<file path="src/rtl/lh_ootx_frame_decoder_if.sv">
// Bundles the bit-stream inputs and the decoded word/status outputs of the OOTX frame decoder.
// The slave modport is the decoder; the master modport is the slicer/consumer side.
interface lh_ootx_frame_decoder_if #(
    parameter int ADDR_W = 8
);
    logic              DCLK;
    logic              DATA_IN;
    logic [15:0]       DATA_OUT;
    logic [ADDR_W-1:0] ADDRESS;
    logic              READY;
    logic [15:0]       LENGTH;
    logic              FRAME_DONE;
    logic              CRC_OK;
    logic              ERR_SYNC;
    logic              ERR_LEN;
    logic              ERR_TIMEOUT;
    logic              BUSY;

    modport master (
        output DCLK, DATA_IN,
        input  DATA_OUT, ADDRESS, READY, LENGTH, FRAME_DONE, CRC_OK,
        input  ERR_SYNC, ERR_LEN, ERR_TIMEOUT, BUSY
    );

    modport slave (
        input  DCLK, DATA_IN,
        output DATA_OUT, ADDRESS, READY, LENGTH, FRAME_DONE, CRC_OK,
        output ERR_SYNC, ERR_LEN, ERR_TIMEOUT, BUSY
    );
endinterface

</file>
<file path="src/rtl/lh_ootx_frame_decoder.sv">
// OOTX frame decoder: preamble hunt, length parse, payload word streaming and CRC32 trailer check
// for one lighthouse base-station bit stream. All outputs are registered, one CLK after the bit event.
module lh_ootx_frame_decoder #(
    parameter int MAX_PAYLOAD    = 64,
    parameter int ADDR_W         = 8,
    parameter int PREAMBLE_ZEROS = 17,
    parameter int CHECK_CRC      = 1,
    parameter int TIMEOUT_CYC    = 2**20
) (
    input  logic                   CLK,
    input  logic                   RST_N,
    lh_ootx_frame_decoder_if.slave bus
);

    localparam int ZC_W = $clog2(PREAMBLE_ZEROS + 1);
    localparam int TO_W = $clog2(TIMEOUT_CYC + 1);

    typedef enum logic [1:0] {
        ST_HUNT = 2'd0,
        ST_LEN  = 2'd1,
        ST_PAY  = 2'd2,
        ST_CRC  = 2'd3
    } state_t;

    // Reflected CRC32 update with one byte, LSB first.
    function automatic logic [31:0] crc32_byte(input logic [31:0] crc, input logic [7:0] data);
        logic [31:0] c;
        c = crc ^ {24'd0, data};
        for (int i = 0; i < 8; i++) begin
            c = c[0] ? ((c >> 1) ^ 32'hEDB8_8320) : (c >> 1);
        end
        return c;
    endfunction

    state_t            state_r, next_state_s;
    logic              dclk_meta_r, dclk_sync_r, dclk_prev_r;
    logic [ZC_W-1:0]   zero_cnt_r, zero_cnt_s;
    logic [4:0]        bit_cnt_r, bit_cnt_s;
    logic [15:0]       shift_r, shift_s;
    logic [15:0]       word_addr_r, word_addr_s;
    logic [31:0]       crc_r, crc_s;
    logic [15:0]       crc_lo_r, crc_lo_s;
    logic              crc_hi_sel_r, crc_hi_sel_s;
    logic [TO_W-1:0]   to_cnt_r, to_cnt_s;

    logic [15:0]       data_out_r, data_out_s;
    logic [ADDR_W-1:0] address_r, address_s;
    logic              ready_r, ready_s;
    logic [15:0]       length_r, length_s;
    logic              frame_done_r, frame_done_s;
    logic              crc_ok_r, crc_ok_s;
    logic              err_sync_r, err_sync_s;
    logic              err_len_r, err_len_s;
    logic              err_timeout_r, err_timeout_s;
    logic              busy_r, busy_s;

    logic              bit_ev_s;
    logic [15:0]       full_s;
    logic [15:0]       last_word_s;
    logic [15:0]       end_word_s;
    logic [15:0]       byte_idx_s;

    assign bit_ev_s    = dclk_sync_r & ~dclk_prev_r;
    assign full_s      = {shift_r[14:0], bus.DATA_IN};
    // Bytes arrive MSB first and the first byte lands in the low half of the word.
    assign last_word_s = {shift_r[7:0], shift_r[15:8]};
    assign end_word_s  = {full_s[7:0], full_s[15:8]};
    assign byte_idx_s  = word_addr_r + ((bit_cnt_r == 5'd15) ? 16'd1 : 16'd0);

    // DCLK synchroniser and rise detector.
    always_ff @(posedge CLK) begin
        if (!RST_N) begin
            dclk_meta_r <= 1'b0;
            dclk_sync_r <= 1'b0;
            dclk_prev_r <= 1'b0;
        end else begin
            dclk_meta_r <= bus.DCLK;
            dclk_sync_r <= dclk_meta_r;
            dclk_prev_r <= dclk_sync_r;
        end
    end

    // State, counters and registered outputs.
    always_ff @(posedge CLK) begin
        if (!RST_N) begin
            state_r       <= ST_HUNT;
            zero_cnt_r    <= '0;
            bit_cnt_r     <= 5'd0;
            shift_r       <= 16'd0;
            word_addr_r   <= 16'd0;
            crc_r         <= 32'd0;
            crc_lo_r      <= 16'd0;
            crc_hi_sel_r  <= 1'b0;
            to_cnt_r      <= '0;
            data_out_r    <= 16'd0;
            address_r     <= '0;
            ready_r       <= 1'b0;
            length_r      <= 16'd0;
            frame_done_r  <= 1'b0;
            crc_ok_r      <= 1'b0;
            err_sync_r    <= 1'b0;
            err_len_r     <= 1'b0;
            err_timeout_r <= 1'b0;
            busy_r        <= 1'b0;
        end else begin
            state_r       <= next_state_s;
            zero_cnt_r    <= zero_cnt_s;
            bit_cnt_r     <= bit_cnt_s;
            shift_r       <= shift_s;
            word_addr_r   <= word_addr_s;
            crc_r         <= crc_s;
            crc_lo_r      <= crc_lo_s;
            crc_hi_sel_r  <= crc_hi_sel_s;
            to_cnt_r      <= to_cnt_s;
            data_out_r    <= data_out_s;
            address_r     <= address_s;
            ready_r       <= ready_s;
            length_r      <= length_s;
            frame_done_r  <= frame_done_s;
            crc_ok_r      <= crc_ok_s;
            err_sync_r    <= err_sync_s;
            err_len_r     <= err_len_s;
            err_timeout_r <= err_timeout_s;
            busy_r        <= busy_s;
        end
    end

    // Next-state, datapath and output-pulse decode, acting only on bit events apart from the timeout.
    always_comb begin
        next_state_s  = state_r;
        zero_cnt_s    = zero_cnt_r;
        bit_cnt_s     = bit_cnt_r;
        shift_s       = shift_r;
        word_addr_s   = word_addr_r;
        crc_s         = crc_r;
        crc_lo_s      = crc_lo_r;
        crc_hi_sel_s  = crc_hi_sel_r;
        to_cnt_s      = to_cnt_r;
        data_out_s    = data_out_r;
        address_s     = address_r;
        ready_s       = 1'b0;
        length_s      = length_r;
        frame_done_s  = 1'b0;
        crc_ok_s      = crc_ok_r;
        err_sync_s    = 1'b0;
        err_len_s     = 1'b0;
        err_timeout_s = 1'b0;

        if (bit_ev_s) begin
            to_cnt_s  = '0;
            bit_cnt_s = (bit_cnt_r == 5'd16) ? 5'd0 : (bit_cnt_r + 5'd1);
            if (bit_cnt_r != 5'd16) begin
                shift_s = full_s;
            end else begin
                shift_s = shift_r;
            end

            case (state_r)
                ST_HUNT: begin
                    bit_cnt_s = 5'd0;
                    if (!bus.DATA_IN) begin
                        if (zero_cnt_r < ZC_W'(PREAMBLE_ZEROS)) begin
                            zero_cnt_s = zero_cnt_r + ZC_W'(1);
                        end else begin
                            zero_cnt_s = zero_cnt_r;
                        end
                    end else begin
                        if (zero_cnt_r >= ZC_W'(PREAMBLE_ZEROS)) begin
                            next_state_s = ST_LEN;
                            crc_s        = 32'hFFFF_FFFF;
                        end else begin
                            next_state_s = ST_HUNT;
                        end
                        zero_cnt_s = '0;
                    end
                end

                ST_LEN: begin
                    if (bit_cnt_r == 5'd16) begin
                        crc_hi_sel_s = 1'b0;
                        word_addr_s  = 16'd0;
                        if (!bus.DATA_IN) begin
                            err_sync_s   = 1'b1;
                            next_state_s = ST_HUNT;
                        end else begin
                            length_s = last_word_s;
                            if (last_word_s > 16'(MAX_PAYLOAD)) begin
                                err_len_s    = 1'b1;
                                next_state_s = ST_HUNT;
                            end else if (last_word_s == 16'd0) begin
                                next_state_s = ST_CRC;
                            end else begin
                                next_state_s = ST_PAY;
                            end
                        end
                    end else begin
                        next_state_s = ST_LEN;
                    end
                end

                ST_PAY: begin
                    if (bit_cnt_r == 5'd16) begin
                        if (!bus.DATA_IN) begin
                            err_sync_s   = 1'b1;
                            next_state_s = ST_HUNT;
                        end else begin
                            ready_s    = 1'b1;
                            data_out_s = last_word_s;
                            address_s  = word_addr_r[ADDR_W-1:0];
                            if ((word_addr_r + 16'd2) >= length_r) begin
                                next_state_s = ST_CRC;
                                crc_hi_sel_s = 1'b0;
                            end else begin
                                word_addr_s = word_addr_r + 16'd2;
                            end
                        end
                    end else if (((bit_cnt_r == 5'd7) || (bit_cnt_r == 5'd15)) && (byte_idx_s < length_r)) begin
                        // Odd-length padding byte never reaches this update.
                        crc_s = crc32_byte(crc_r, full_s[7:0]);
                    end else begin
                        crc_s = crc_r;
                    end
                end

                ST_CRC: begin
                    if (!crc_hi_sel_r) begin
                        if (bit_cnt_r == 5'd16) begin
                            if (!bus.DATA_IN) begin
                                err_sync_s   = 1'b1;
                                next_state_s = ST_HUNT;
                            end else begin
                                crc_lo_s     = last_word_s;
                                crc_hi_sel_s = 1'b1;
                            end
                        end else begin
                            crc_hi_sel_s = 1'b0;
                        end
                    end else if (bit_cnt_r == 5'd15) begin
                        frame_done_s = 1'b1;
                        crc_ok_s     = (CHECK_CRC != 0) ? ({end_word_s, crc_lo_r} == ~crc_r) : 1'b1;
                        next_state_s = ST_HUNT;
                    end else begin
                        crc_hi_sel_s = 1'b1;
                    end
                end

                default: begin
                    next_state_s = ST_HUNT;
                end
            endcase
        end else begin
            if (state_r != ST_HUNT) begin
                if (to_cnt_r == TO_W'(TIMEOUT_CYC - 1)) begin
                    err_timeout_s = 1'b1;
                    next_state_s  = ST_HUNT;
                    to_cnt_s      = '0;
                end else begin
                    to_cnt_s = to_cnt_r + TO_W'(1);
                end
            end else begin
                to_cnt_s = '0;
            end
        end

        busy_s = (next_state_s != ST_HUNT);
    end

    assign bus.DATA_OUT    = data_out_r;
    assign bus.ADDRESS     = address_r;
    assign bus.READY       = ready_r;
    assign bus.LENGTH      = length_r;
    assign bus.FRAME_DONE  = frame_done_r;
    assign bus.CRC_OK      = crc_ok_r;
    assign bus.ERR_SYNC    = err_sync_r;
    assign bus.ERR_LEN     = err_len_r;
    assign bus.ERR_TIMEOUT = err_timeout_r;
    assign bus.BUSY        = busy_r;

endmodule
</file>
<file path="src/flat_wrapper.sv">
// flat-port wrapper written by rule: the top's interface ports become plain ports
module lh_ootx_frame_decoder_flat 
#(
    parameter int MAX_PAYLOAD    = 64,
    parameter int ADDR_W         = 8,
    parameter int PREAMBLE_ZEROS = 17,
    parameter int CHECK_CRC      = 1,
    parameter int TIMEOUT_CYC    = 2**20
)
  (CLK, RST_N, bus_DCLK, bus_DATA_IN, bus_DATA_OUT, bus_ADDRESS, bus_READY, bus_LENGTH, bus_FRAME_DONE, bus_CRC_OK, bus_ERR_SYNC, bus_ERR_LEN, bus_ERR_TIMEOUT, bus_BUSY);
  lh_ootx_frame_decoder_if #(.ADDR_W(ADDR_W)) bus_i ();
  input  logic CLK;
  input  logic RST_N;
  input wire logic [$bits(bus_i.DCLK)-1:0] bus_DCLK;
  input wire logic [$bits(bus_i.DATA_IN)-1:0] bus_DATA_IN;
  output wire logic [$bits(bus_i.DATA_OUT)-1:0] bus_DATA_OUT;
  output wire logic [$bits(bus_i.ADDRESS)-1:0] bus_ADDRESS;
  output wire logic [$bits(bus_i.READY)-1:0] bus_READY;
  output wire logic [$bits(bus_i.LENGTH)-1:0] bus_LENGTH;
  output wire logic [$bits(bus_i.FRAME_DONE)-1:0] bus_FRAME_DONE;
  output wire logic [$bits(bus_i.CRC_OK)-1:0] bus_CRC_OK;
  output wire logic [$bits(bus_i.ERR_SYNC)-1:0] bus_ERR_SYNC;
  output wire logic [$bits(bus_i.ERR_LEN)-1:0] bus_ERR_LEN;
  output wire logic [$bits(bus_i.ERR_TIMEOUT)-1:0] bus_ERR_TIMEOUT;
  output wire logic [$bits(bus_i.BUSY)-1:0] bus_BUSY;
  assign bus_i.DCLK = bus_DCLK;
  assign bus_i.DATA_IN = bus_DATA_IN;
  assign bus_DATA_OUT = bus_i.DATA_OUT;
  assign bus_ADDRESS = bus_i.ADDRESS;
  assign bus_READY = bus_i.READY;
  assign bus_LENGTH = bus_i.LENGTH;
  assign bus_FRAME_DONE = bus_i.FRAME_DONE;
  assign bus_CRC_OK = bus_i.CRC_OK;
  assign bus_ERR_SYNC = bus_i.ERR_SYNC;
  assign bus_ERR_LEN = bus_i.ERR_LEN;
  assign bus_ERR_TIMEOUT = bus_i.ERR_TIMEOUT;
  assign bus_BUSY = bus_i.BUSY;
  lh_ootx_frame_decoder #(.MAX_PAYLOAD(MAX_PAYLOAD), .ADDR_W(ADDR_W), .PREAMBLE_ZEROS(PREAMBLE_ZEROS), .CHECK_CRC(CHECK_CRC), .TIMEOUT_CYC(TIMEOUT_CYC)) u_core (.CLK(CLK), .RST_N(RST_N), .bus(bus_i));
endmodule
</file>
<file path="config.mk">
export PLATFORM = sky130hd
export DESIGN_NAME = lh_ootx_frame_decoder_flat
export DESIGN_NICKNAME = d
export VERILOG_FILES = /design/src/rtl/lh_ootx_frame_decoder_if.sv /design/src/rtl/lh_ootx_frame_decoder.sv /design/src/flat_wrapper.sv
export SDC_FILE = /design/constraint.sdc
export NUM_CORES = 1
export LEC_CHECK = 0
export ABC_CLOCK_PERIOD_IN_PS = 3600
export CELL_PAD_IN_SITES_DETAIL_PLACEMENT = 2
export CELL_PAD_IN_SITES_GLOBAL_PLACEMENT = 2
export CORE_MARGIN = 1.5
export CORE_UTILIZATION = 37
export CTS_CLUSTER_DIAMETER = 200
export CTS_CLUSTER_SIZE = 8
export DETAILED_ROUTE_END_ITERATION = 16
export PLACE_DENSITY_LB_ADDON = 0.1
export SLEW_MARGIN = 40
export SYNTH_ARGS = -nofsm -noshare
export SYNTH_HDL_FRONTEND = slang
export SYNTH_SLANG_ARGS = --single-unit
</file>
<file path="constraint.sdc">
create_clock -name CLK -period 3.6 [get_ports CLK]
set_input_delay 0.54 -clock CLK [delete_from_list [all_inputs] [get_ports CLK]]
set_output_delay 0.54 -clock CLK [all_outputs]
set_load 0.02 [all_outputs]
</file>
# ---- Word-level counts from Yosys, hierarchy flattened
# Cells that the tools add are included.
dict set report totals {
  reg_bits 164
  in_bits 4
}
dict set report classes {
  add_sub_neg 5
  magnitude_cmp 5
  n_eq_ne 18
  n_mux 55
  n_bitwise 15
  reduce_logical 26
}
# op count
set ops {}
lappend ops {{$mux 32} 12}
lappend ops {{$not 13->14} 8}
lappend ops {{$mux 16} 4}
lappend ops {{$pmux 32 s2} 1}
lappend ops {{$eq 32x32->1} 1}
lappend ops {{$not 32->32} 1}
lappend ops {{$pmux 16 s2} 1}
lappend ops {{$xor 32x8->32} 1}
lappend ops {{$mux 2} 14}
lappend ops {{$add 21x1->21 const B} 1}
lappend ops {{$eq 21x20->1 const B} 1}
lappend ops {{$mux 5} 4}
lappend ops {{$reduce_and 6->1} 3}
lappend ops {{$add 16x16->16} 1}
lappend ops {{$add 16x2->16 const B} 1}
lappend ops {{$ge 16x16->1} 1}
lappend ops {{$gt 16x7->1 const B} 1}
lappend ops {{$logic_not 16->1} 1}
lappend ops {{$lt 16x16->1} 1}
lappend ops {{$mux 1} 16}
lappend ops {{$reduce_and 4->1} 4}
lappend ops {{$add 5x1->5 const B} 2}
lappend ops {{$ne 2x1->1 const B} 5}
lappend ops {{$reduce_and 5->1} 2}
lappend ops {{24 further kinds} 37}

# ---- Longest topological paths before layout
dict set report depth {
  word_depth 20
  ltp_mapped 14
  mapped_depth_nobuf 13
}

# ---- Worst setup path after synthesis
# Ideal clock, no wire load.
dict set report synth_timing {
  kind {reg-to-reg}
  startpoint {reg u_core.word_addr_r[5]}
  endpoint {reg u_core.word_addr_r[1]}
  setup_ps 61
  t_arrival_ps 3181
  t_required_ps 3539
  setup_slack_ps 358
  stages_incl_launch_ff 14
  n_path_buf 2
  path_cell_list {dfxtp_1 -> clkbuf_2 -> nand3_1 -> or3b_1 -> buf_2 -> or3_1 -> or2_1 -> nand2_1 -> ha_1 -> nand4_1 -> a21oi_1 -> a311o_1 -> nor3_1 -> mux2_2}
}
dict set report synth_between {
  elab_chain_len 4
}
# item line_no
set synth_rtl {}
lappend synth_rtl {{start: declaration} lh_ootx_frame_decoder.sv:40} ;# logic [15:0] word_addr_r, word_addr_s;
lappend synth_rtl {{start signal: assignment} lh_ootx_frame_decoder.sv:110} ;# word_addr_r <= word_addr_s;
lappend synth_rtl {{$add 16x2->16} lh_ootx_frame_decoder.sv:210} ;# if ((word_addr_r + 16'd2) >= length_r) begin
lappend synth_rtl {{$ge 16x16->1} lh_ootx_frame_decoder.sv:210}
lappend synth_rtl {{$ne 2x2->1 (no line)} n/a}
lappend synth_rtl {{$reduce_and 6->1 (no line)} n/a}
# Every way passes these cells.
# A chain may end at the register's enable or synchronous reset.

# ---- Worst setup path in the final report
dict set report layout_timing {
  startpoint {reg u_core.word_addr_r[7]}
  endpoint {reg u_core.busy_r, in the netlist u_core.bus.BUSY}
}
dict set report layout_between {
  elab_chain_len 8
}
# item line_no
set layout_rtl {}
lappend layout_rtl {{$add 16x2->16} lh_ootx_frame_decoder.sv:210}
lappend layout_rtl {{$ge 16x16->1} lh_ootx_frame_decoder.sv:210}
lappend layout_rtl {{$mux 2} lh_ootx_frame_decoder.sv:210}
lappend layout_rtl {{$mux 2} lh_ootx_frame_decoder.sv:203} ;# if (!bus.DATA_IN) begin
lappend layout_rtl {{$mux 2} lh_ootx_frame_decoder.sv:202} ;# if (bit_cnt_r == 5'd16) begin
lappend layout_rtl {{$pmux 2 s4} lh_ootx_frame_decoder.sv:158} ;# case (state_r)
lappend layout_rtl {{$mux 2} lh_ootx_frame_decoder.sv:149} ;# if (bit_ev_s) begin
lappend layout_rtl {{$reduce_bool 2->1} lh_ootx_frame_decoder.sv:265} ;# busy_s = (next_state_s != ST_HUNT);
lappend layout_rtl {{end signal: assignment} lh_ootx_frame_decoder.sv:124} ;# busy_r <= busy_s;
lappend layout_rtl {{end: declaration} lh_ootx_frame_decoder.sv:55} ;# logic busy_r, busy_s;
# Every way passes these cells.

==> metrics.md <==
| Metric | Value |
|---|---|
| Total GRT Usage | 23.63% |
| Post-cts sizing count | 0 |
| Placed cells | 1277 |
| CTS Root Cell | clkbuf_16 |
| Post-CTS setup buffer count | 0 |
| Initial Utilization | 37.49% |
| Post-synthesis mux area share | 0.3697% |
| Yosys warns | 0 |
| Antenna Cells | 0 |
| EDFF count, synth | 0 |
| CP Max Fanout | 7 |
| Register area share after synthesis | 38.33% |
| Clk_lat worst skew | 0.44 ns |
| CTS tree | yes |
| Pre-antenna DRT Iters | 4 |
| Primary FF master, synth | dfxtp_1 |
| Fillers | 2510 |
| Area growth from synthesis to layout | 16.31% |
| Vias in the first global route | 7579 |
| PortBufs | 49 |
| DPL Wire Length | 19210 µm |
| Die W | 154.2 µm |
| Worst Skew | 0.01404 ns |
| Core ar. | 22570 µm² |
| Final worst path period need | 3.348 ns |
| Share of the synthesized area in the top cell type | 38.33% |
| Most instantiated cells after synthesis | nand2_1, dfxtp_1, xnor2_1 |
| Grt ovf | 0 |
| Syn Area/Cell | 8.582 µm² |
| Core Util, Final | 43.60% |
| CP arrival | 3.65 ns |
| Placer congestion estimate | 0.8388 |
| Total of max-cap violations | 0 |
| Worst hold path type | flip-flop to flip-flop |
| Peak supply drop | 0.3117 mV |
| Max Freq | 298.7 MHz |
| Post-Synth Adder-Cell Area | 6.210% |
| Initial DRC Count | 279 |
| Max-slew violation count | 0 |
| Status | finished clean |
| Actual slew at the worst max-slew pin | 0.7141 ns |
| Syn Inst Count | 986 |
| Maximum buffer depth of the clock tree | 2 |
| H-tree depth | 4 |
| Required time worst endpoint | 3.90 ns |
| Largest cells by area after synthesis | dfxtp_1, xnor2_1, nand2_1 |
| Num CTS Buffers | 17 |
| Power per cell area | 383.1 nW/µm² |
| Share of layout cells above drive strength 1 | 11.13% |
| Post-Synth XOR/XNOR Area | 15.24% |
| TNS Setup | 0 ns |
| Worst setup EP type | flip-flop |
| Row cnt | 55 |
| Global-route wire length before repair | 43480 µm |
| Count leader, synth | nand2_1 |
| Synth cell types | 62 |
| Hold_buf cts | 0 |
| Vias | 7196 |
| Antenna-violating nets left | 0 |
| Area leader, netlist | dfxtp_1 |
| Die Height | 154.2 µm |
| # IOs | 51 |
| Synthesis-stage register bit count | 162 |
| Synth Area in Simple Gates | 18.68% |
| Complex-gate fraction of the synthesized area | 16.31% |
| DIE AREA | 23790 µm² |
| Synth Cell Area | 8462 µm² |
| Residual DRC | 0 |
| Critical Path Start Type | flip-flop |
| Vias per cell | 5.497 |
| Initial antenna violation count | 0 |
| Relative slew slack | 52.05% |
| Worst hold slack | 0.4463 ns |
| Pleak | 3.412 nW |
| Final setup viols | 0 |
| Final nets | 1057 |
| Combinational family with the most area after synthesis | simple AND/OR/NAND/NOR gates |
| Final worst-path cycle share | 93.01% |
| Async SR Flop Fraction | 0% |
| Pin count of the biggest net entering global routing | 60 |
| Sink Count | 162 |
| Clock transition at path regs | 0.07 ns |
| Routed wire length per instance | 20.54 µm |
| Unrepaired setup endpoints after global routing | false |
| DRT Wirelength | 26890 µm |
| Crit path kind | flip-flop to flip-flop |
| Total Power | 3.770 mW |
| Non-Filler Instances | 1309 |
| Final Hold Viols | 0 |
## final timing paths
| path | slack [ns] | cells past startpoint | endpoint | from |
|---|---|---|---|---|
| max | 0.25 | 12 | u_core.bus.BUSY | u_core.word_addr_r[7] |
| min | 0.45 | 1 | u_core.dclk_sync_r | u_core.dclk_meta_r |
| min reg2reg | 0.45 | 1 | u_core.dclk_sync_r | u_core.dclk_meta_r |
| max reg2reg | 0.25 | 12 | u_core.bus.BUSY | u_core.word_addr_r[7] |
## per-stage QoR
stage | setup WS, ns | cell area, µm²
detailed placement | 0.1929 | 9228
CTS | 0.1319 | 9837
global placement | 0.2909 | 9228
finish | 0.2518 | 9842
global route | 0.04196 | 9842
floorplan | 0.3576 | 8466
## routing by layer
| layer | routed length (µm) | share of wire (%) | global-route usage [%] |
|---|---|---|---|
| met5 | 0 | 0 | 0 |
| met4 | 522 | 1.9 | 7.998 |
| met2 | 13000 | 48 | 39.86 |
| met3 | 631 | 2.3 | 2.690 |
| met1 | 12740 | 47 | 31.42 |
## flip-flops by register name, indices dropped and copies added, names as in the netlist, 2 cells and up
| name | count |
|---|---|
| u_core.bit_cnt_r | 5 |
| u_core.bus.ADDRESS | 7 |
| u_core.bus.DATA_OUT | 16 |
| u_core.bus.LENGTH | 16 |
| u_core.crc_lo_r | 16 |
| u_core.crc_r | 32 |
| u_core.shift_r | 16 |
| u_core.state_r | 2 |
| u_core.to_cnt_r | 21 |
| u_core.word_addr_r | 15 |
| u_core.zero_cnt_r | 5 |
## worst max-delay path, cell delays in order (launching register included)
cell and delay [ns]:
dfxtp_2 0.38, and2_1 0.16, or3b_1 0.38, or3_1 0.40, or2_1 0.25, nand2_1 0.08, ha_1 0.24, nand4_1 0.12
a21oi_1 0.06, a311o_1 0.43, buf_4 0.21, a221o_1 0.32, nand4b_1 0.18
## layout by cell type, fill, tap and decap left out, drive strengths merged, types with 23 or more instances in the layout
cell type / netlist / routed
nand2: 179 / 179
nor2: 57 / 57
dfxtp: 162 / 162
inv: 29 / 36
o221a: 31 / 31
xnor2: 102 / 102
clkdlybuf4s50: 0 / 49
xor2: 34 / 34
nand3: 23 / 23
a21oi: 88 / 88
buf: 15 / 26
ha: 42 / 42
## cell type report
type / instances / area [µm²] / share of cell area (%)
timing repair buffer: 75 / 698.2 / 7.094
sequential: 162 / 3247 / 32.99
tap: 285 / 356.6 / 3.623
clock inverter: 15 / 183.9 / 1.869
clock buffer: 17 / 425.4 / 4.322
multi-input combinational: 726 / 4822 / 49.00
inverter: 29 / 108.9 / 1.106
## cell families (layout without fill, tap and decap cells)
group | Yosys count | after routing
AND/OR/NAND/NOR | 347 | 347
AO/OA/AOI/OAI | 195 | 195
multiplexers | 3 | 3
buffers and inverters | 99 | 136
other | 1 | 2
adder cells (fa/ha/maj) | 42 | 42
XOR/XNOR | 137 | 137
flip-flops | 162 | 162
## report_power, final
part	internal (mW)	switching, mW
Sequential	1.79	0.00330
Combinational	0.0349	0.0785
Clock	0.945	0.917
Total	2.77	0.998
No activity file was read; power rests on OpenSTA's default activity.
